**config.mk**
```make
export PLATFORM = sky130hd
export DESIGN_NAME = laser_fire_sched
export DESIGN_NICKNAME = d
export VERILOG_FILES = /design/src/rtl/laser_pkg.sv /design/src/rtl/fire_timer.sv /design/src/rtl/laser_fire_sched.sv
export SDC_FILE = /design/constraint.sdc
export NUM_CORES = 1
export LEC_CHECK = 0
export CAP_MARGIN = 0
export CORE_MARGIN = 5
export CORE_UTILIZATION = 50
export CTS_CLUSTER_SIZE = 25
export DETAILED_ROUTE_END_ITERATION = 10
export PLACE_DENSITY = 0.82
export SYNTH_ARGS = -nofsm -noshare
export SYNTH_HDL_FRONTEND = slang
export SYNTH_SLANG_ARGS = --single-unit
```
**constraint.sdc**
```tcl
create_clock -name clk_i -period 4.15 [get_ports clk_i]
set_input_delay 0.6225 -clock clk_i [delete_from_list [all_inputs] [get_ports clk_i]]
set_output_delay 0.6225 -clock clk_i [all_outputs]
set_load 0.03 [all_outputs]
```
**src/rtl/laser_pkg.sv**
```systemverilog
// Shared types, default sizes and helpers for the laser fire scheduler.
package laser_pkg;

  localparam int unsigned DefCntW   = 16;
  localparam int unsigned DefShotW  = 12;
  localparam int unsigned DefMinGap = 4;

  typedef enum logic [1:0] {
    StIdle = 2'd0,
    StFire = 2'd1,
    StGap  = 2'd2,
    StDone = 2'd3
  } state_e;

  // max(a, b) clamped to the largest w-bit unsigned value (w < 64).
  function automatic longint unsigned sat_max(input longint unsigned a,
                                              input longint unsigned b,
                                              input int unsigned     w);
    longint unsigned lim;
    longint unsigned m;
    lim = (64'd1 << w) - 64'd1;
    m   = (a > b) ? a : b;
    return (m > lim) ? lim : m;
  endfunction

endpackage

```
**src/rtl/fire_timer.sv**
```systemverilog
// Period and width counters for one shot; both restart from zero on load_i.
module fire_timer #(
  parameter int unsigned CntW = 16
) (
  input  logic            clk_i,
  input  logic            rst_ni,
  input  logic            load_i,
  input  logic [CntW-1:0] width_i,
  input  logic [CntW-1:0] period_i,
  output logic            width_done_o,
  output logic            period_tc_o
);

  logic [CntW-1:0] pcnt_q, pcnt_d;
  logic [CntW-1:0] wcnt_q, wcnt_d;

  // Counters saturate so a stalled count can never wrap back into range.
  always_comb begin
    pcnt_d = pcnt_q;
    wcnt_d = wcnt_q;
    if (load_i) begin
      pcnt_d = '0;
      wcnt_d = '0;
    end else begin
      if (!(&pcnt_q)) pcnt_d = pcnt_q + CntW'(1);
      if (!(&wcnt_q)) wcnt_d = wcnt_q + CntW'(1);
    end
  end

  always_ff @(posedge clk_i) begin
    if (!rst_ni) begin
      pcnt_q <= '0;
      wcnt_q <= '0;
    end else begin
      pcnt_q <= pcnt_d;
      wcnt_q <= wcnt_d;
    end
  end

  // width_i and period_i are never zero once latched.
  assign width_done_o = (wcnt_q >= (width_i - CntW'(1)));
  assign period_tc_o  = (pcnt_q >= (period_i - CntW'(1)));

endmodule

```
**src/rtl/laser_fire_sched.sv**
```systemverilog
// Per-revolution laser shot scheduler: bursts of send_en pulses after a zero-index start.
module laser_fire_sched
  import laser_pkg::*;
#(
  parameter int unsigned CntW   = DefCntW,
  parameter int unsigned ShotW  = DefShotW,
  parameter int unsigned MinGap = DefMinGap
) (
  input  logic             clk_i,
  input  logic             rst_ni,
  input  logic             start_i,
  input  logic             stop_i,
  input  logic [CntW-1:0]  cfg_period_i,
  input  logic [CntW-1:0]  cfg_width_i,
  input  logic [ShotW-1:0] cfg_shots_i,
  output logic             send_en_o,
  output logic [ShotW-1:0] shot_idx_o,
  output logic             shot_start_o,
  output logic             busy_o,
  output logic             scan_done_o,
  output logic             overrun_o
);

  state_e state_q, state_d;

  logic [CntW-1:0]  width_q, width_d, period_q, period_d;
  logic [ShotW-1:0] shots_q, shots_d, shot_idx_q, shot_idx_d;
  logic             send_en_q, send_en_d, shot_start_q, shot_start_d;
  logic             busy_q, busy_d, scan_done_q, scan_done_d, overrun_q, overrun_d;
  logic             stop_pend_q, stop_pend_d;

  logic             accept, load, more_shots, width_done, period_tc;
  logic [CntW-1:0]  eff_width, eff_period;
  logic [ShotW:0]   idx_next_ext;

  assign eff_width  = (cfg_width_i == '0) ? CntW'(1) : cfg_width_i;
  assign eff_period = CntW'(sat_max(64'(cfg_period_i), 64'(eff_width) + 64'(MinGap), CntW));

  assign accept       = (state_q == StIdle) && start_i && !stop_i;
  assign idx_next_ext = (ShotW+1)'(shot_idx_q) + (ShotW+1)'(1);
  assign more_shots   = (shots_q == '0) || (idx_next_ext < (ShotW+1)'(shots_q));

  fire_timer #(
    .CntW(CntW)
  ) u_fire_timer (
    .clk_i       (clk_i),
    .rst_ni      (rst_ni),
    .load_i      (load),
    .width_i     (width_q),
    .period_i    (period_q),
    .width_done_o(width_done),
    .period_tc_o (period_tc)
  );

  always_ff @(posedge clk_i) begin
    if (!rst_ni) state_q <= StIdle;
    else         state_q <= state_d;
  end

  always_comb begin
    state_d = state_q;
    case (state_q)
      StIdle: if (accept) state_d = StFire;
      // A pending stop never truncates the pulse; it only ends the scan after it.
      StFire: if (width_done) state_d = (stop_i || stop_pend_q) ? StIdle : StGap;
      StGap: begin
        if (stop_i)         state_d = StIdle;
        else if (period_tc) state_d = more_shots ? StFire : StDone;
      end
      StDone:  state_d = StIdle;
      default: state_d = StIdle;
    endcase
  end

  always_comb begin
    load         = (state_d == StFire) && (state_q != StFire);
    shot_idx_d   = shot_idx_q;
    if (load) shot_idx_d = (state_q == StIdle) ? '0 : shot_idx_q + ShotW'(1);
    send_en_d    = (state_d == StFire);
    shot_start_d = load;
    busy_d       = (state_d != StIdle);
    scan_done_d  = (state_d == StDone);
    overrun_d    = start_i && (state_q != StIdle);
    stop_pend_d  = (state_d == StFire) && (stop_pend_q || stop_i);
    width_d      = accept ? eff_width : width_q;
    period_d     = accept ? eff_period : period_q;
    shots_d      = accept ? cfg_shots_i : shots_q;
  end

  always_ff @(posedge clk_i) begin
    if (!rst_ni) begin
      width_q      <= CntW'(1);
      period_q     <= CntW'(1);
      shots_q      <= '0;
      shot_idx_q   <= '0;
      send_en_q    <= 1'b0;
      shot_start_q <= 1'b0;
      busy_q       <= 1'b0;
      scan_done_q  <= 1'b0;
      overrun_q    <= 1'b0;
      stop_pend_q  <= 1'b0;
    end else begin
      width_q      <= width_d;
      period_q     <= period_d;
      shots_q      <= shots_d;
      shot_idx_q   <= shot_idx_d;
      send_en_q    <= send_en_d;
      shot_start_q <= shot_start_d;
      busy_q       <= busy_d;
      scan_done_q  <= scan_done_d;
      overrun_q    <= overrun_d;
      stop_pend_q  <= stop_pend_d;
    end
  end

  assign send_en_o    = send_en_q;
  assign shot_idx_o   = shot_idx_q;
  assign shot_start_o = shot_start_q;
  assign busy_o       = busy_q;
  assign scan_done_o  = scan_done_q;
  assign overrun_o    = overrun_q;

endmodule

```
==> flow_metrics.env <==
export IMPL_run_status="finished clean"
export IMPL_diodes=0
export IMPL_skew_ns=0.00575
export IMPL_layoutNonFillerInstCount=994
export IMPL_grt_pass1_vias=5297
export IMPL_syn_nets=873
export IMPL_fin_crit_sh=0.928
export IMPL_yosysWarnings=0
export IMPL_fin_util=0.605
export IMPL_yosys_area_share_simple=0.259
export IMPL_max_stage_delay_ns=0.55
export IMPL_layout_drive_gt1_share=0.0448
export IMPL_placement_io_buffers=64
export IMPL_cts_path_max_buffers=2
export IMPL_grt_overflow=0
export IMPL_regArea_um2=1920
export IMPL_final_common_cell="dfxtp_1"
export IMPL_drv_slew=0
export IMPL_drc=0
export IMPL_crit_slowest_cell="or4_1"
export IMPL_synthArstFlopShare=0
export IMPL_holdBufCountCts=0
export IMPL_max_freq_mhz=260
export IMPL_path_buf_inv=0
export IMPL_cap_violations=0
export IMPL_fin_ws_ns=0.298
export IMPL_cpLargestDelayFamily="simple AND/OR/NAND/NOR gates"
export IMPL_synth_ff_type="dfxtp_1"
export IMPL_start_util=0.511
export IMPL_power_total_mw=2.24
export IMPL_path_clk_slew_ns=0.07
export IMPL_power_density_nw_per_um2=307
export IMPL_end_kind="register"
export IMPL_cts_setup_buffers=0
export IMPL_vias=5547
export IMPL_worstPathArrival_ns=4.05
export IMPL_relSlewSlack=0.310
export IMPL_fin_area_um2=7300
export IMPL_viasPerCell=5.58
export IMPL_final_antenna_net_count=0
export IMPL_ys_seq_area_frac=0.312
export IMPL_area_growth_syn_to_layout_pct=18.3
export IMPL_die_w_um=121
export IMPL_synth_xor_area_frac=0.0980
export IMPL_crit_path_cell_trace="or4_1 > nor2_1 > nand2_1 > nor4_1 > nand2b_1 > xor2_1 > ha_1 > a21oi_1 > nand2_1 > a221oi_1 > a21oi_1 > o21ai_0 > o21ai_0"
export IMPL_grt_max_degree=45
export IMPL_dr_pass1_iters=5
export IMPL_hold_viol_final=0
export IMPL_cts_made_buffers=9
export IMPL_grt_pass1_wl_um=25000
export IMPL_ys_seq_elements=96
export IMPL_grt_antenna_before_repair=0
export IMPL_critical_path_class="reg -> reg"
export IMPL_core_area_um2=12100
export IMPL_syn_area_um2=6170
export IMPL_row_count=40
export IMPL_fin_tns_setup_ns=0
export IMPL_tightest_slew_ns=1.03
export IMPL_vdd_drop_max_uv=207
export IMPL_clock_latency_ns=0.36
export IMPL_gp_congestion=0.909
export IMPL_min_period_ns=3.85
export IMPL_synth_edf_count=0
export IMPL_synth_distinct_cells=54
export IMPL_cellLeakagePower_nw=2.87
export IMPL_cts_num_sinks=96
export IMPL_setup_viol=0
export IMPL_cp_start_kind="register"
export IMPL_multi_input_area_um2=4000
export IMPL_io_pins=65
export IMPL_synthMuxAreaShare=0.0114
export IMPL_die_y_um=121
export IMPL_synth_top_family_by_area="simple AND/OR/NAND/NOR gates"
export IMPL_htreeDepth=3
export IMPL_cts_tree="yes"
export IMPL_dp_cells=978
export IMPL_cts_resized=0
export IMPL_wl_per_cell_um=15.1
export IMPL_drtIter0Drc=382
export IMPL_syn_area_per_cell_um2=8.13
export IMPL_synth_cells=759
export IMPL_required_ns=4.34
export IMPL_final_cell_mix="dfxtp_1, nand2_1, nor2_1, ha_1, clkdlybuf4s50_1"
export IMPL_wl_um=15000
export IMPL_dpl_worst_slack_ns=0.173
export IMPL_die_area_um2=14700
export IMPL_whs_ns=0.477
export IMPL_grtUsageTotal=0.210
export IMPL_synth_adder_area_share=0.134
export IMPL_cts_root_buf="clkbuf_16"
export IMPL_hpwlAfterDp_um=11400
export IMPL_rsz0062_at_grt="no"
export IMPL_fill_cells=1038
export IMPL_place_area_um2=7010
export IMPL_cp_max_fo=5
export IMPL_fin_nets=935
export IMPL_hold_path_class="reg -> reg"
export IMPL_synth_compound_gate_area_share=0.145
[layout make-up]
class,count,share of cell area
Multi-Input combinational cell,602,0.549
Clock buffer,9,0.0309
Timing Repair Buffer,74,0.0998
Clock inverter,7,0.00875
Tap cell,168,0.0288
Sequential cell,96,0.263
Inverter,38,0.0196
[sequential cells by signal, summed over array words and instances (netlist names), 2 cells and up]
name                 flops
shot_idx_o              12
width_q                 16
u_fire_timer.wcnt_q     16
shots_q                 12
u_fire_timer.pcnt_q     16
period_q                16
state_q                  2
[metal layers]
layer | GRT usage | share of wire | up-vias
met1 | 0.269 | 0.45 | 2523
met5 | 0 | 0 | -
li1 | - | - | 2839
met2 | 0.338 | 0.47 | 154
met3 | 0.0517 | 0.053 | 31
met4 | 0.0871 | 0.027 | 0
[report_power, final]
group,total [mW],switching (mW),internal [mW]
logic,0.425,0.233,0.193
clock network,0.815,0.397,0.418
registers,0.996,0.0385,0.957
total,2.24,0.668,1.57
[worst reg2reg max path, cell delays in order, from the launching register on]
cell	delay, ns
dfxtp_1	0.36
or4_1	0.55
nor2_1	0.14
nand2_1	0.10
nor4_1	0.47
nand2b_1	0.13
xor2_1	0.18
ha_1	0.32
a21oi_1	0.16
nand2_1	0.07
a221oi_1	0.50
a21oi_1	0.13
o21ai_0	0.40
o21ai_0	0.18
[synthesized netlist by cell type, types with 2 or more instances]
library cell	n	area share
o211ai_1	3	0.0037
xnor2_1	36	0.051
o21ai_0	36	0.029
nand2b_1	8	0.0081
a311oi_1	13	0.018
and2_1	6	0.0061
nor2_1	68	0.041
xor2_1	33	0.047
or4_1	3	0.0037
o22ai_1	5	0.0051
inv_1	38	0.023
nor2b_1	4	0.0041
nand4_1	22	0.022
nand2_1	91	0.055
o221ai_1	3	0.0043
and3_1	20	0.020
a31oi_1	5	0.0051
a21o_1	4	0.0049
mux2i_1	7	0.011
a221oi_1	3	0.0043
o21a_1	3	0.0037
dfxtp_1	96	0.31
clkbuf_1	17	0.010
buf_2	2	0.0016
nor4_1	11	0.011
a21oi_1	49	0.040
nor3_1	18	0.015
a211o_1	4	0.0057
ha_1	66	0.13
a211oi_1	2	0.0024
nor3b_1	13	0.016
nand3b_1	3	0.0037
buf_4	3	0.0037
and4_1	4	0.0057
or2_2	2	0.0020
nand3_1	40	0.032
[final timing paths]
check / start / to / slack (ns) / cells after the start
worst max-delay path: width_q[2]$_SDFFE_PN0P_ / busy_o$_SDFF_PN0_ / 0.30 / 13
worst min-delay path: shots_q[5]$_SDFFE_PN0P_ / shots_q[5]$_SDFFE_PN0P_ / 0.48 / 2
worst max register to register: width_q[2]$_SDFFE_PN0P_ / busy_o$_SDFF_PN0_ / 0.30 / 13
worst min register to register: shots_q[5]$_SDFFE_PN0P_ / shots_q[5]$_SDFFE_PN0P_ / 0.48 / 2
[logic make-up (layout without fill, tap and decap cells)]
logic type / Yosys count / count (layout)
adder cells (fa/ha/maj): 66 / 66
flip-flops: 96 / 96
AO/OA/AOI/OAI: 139 / 139
multiplexers: 7 / 7
buffers and inverters: 61 / 128
AND/OR/NAND/NOR: 321 / 321
XOR/XNOR: 69 / 69
Power figures use the tool's default switching activity.
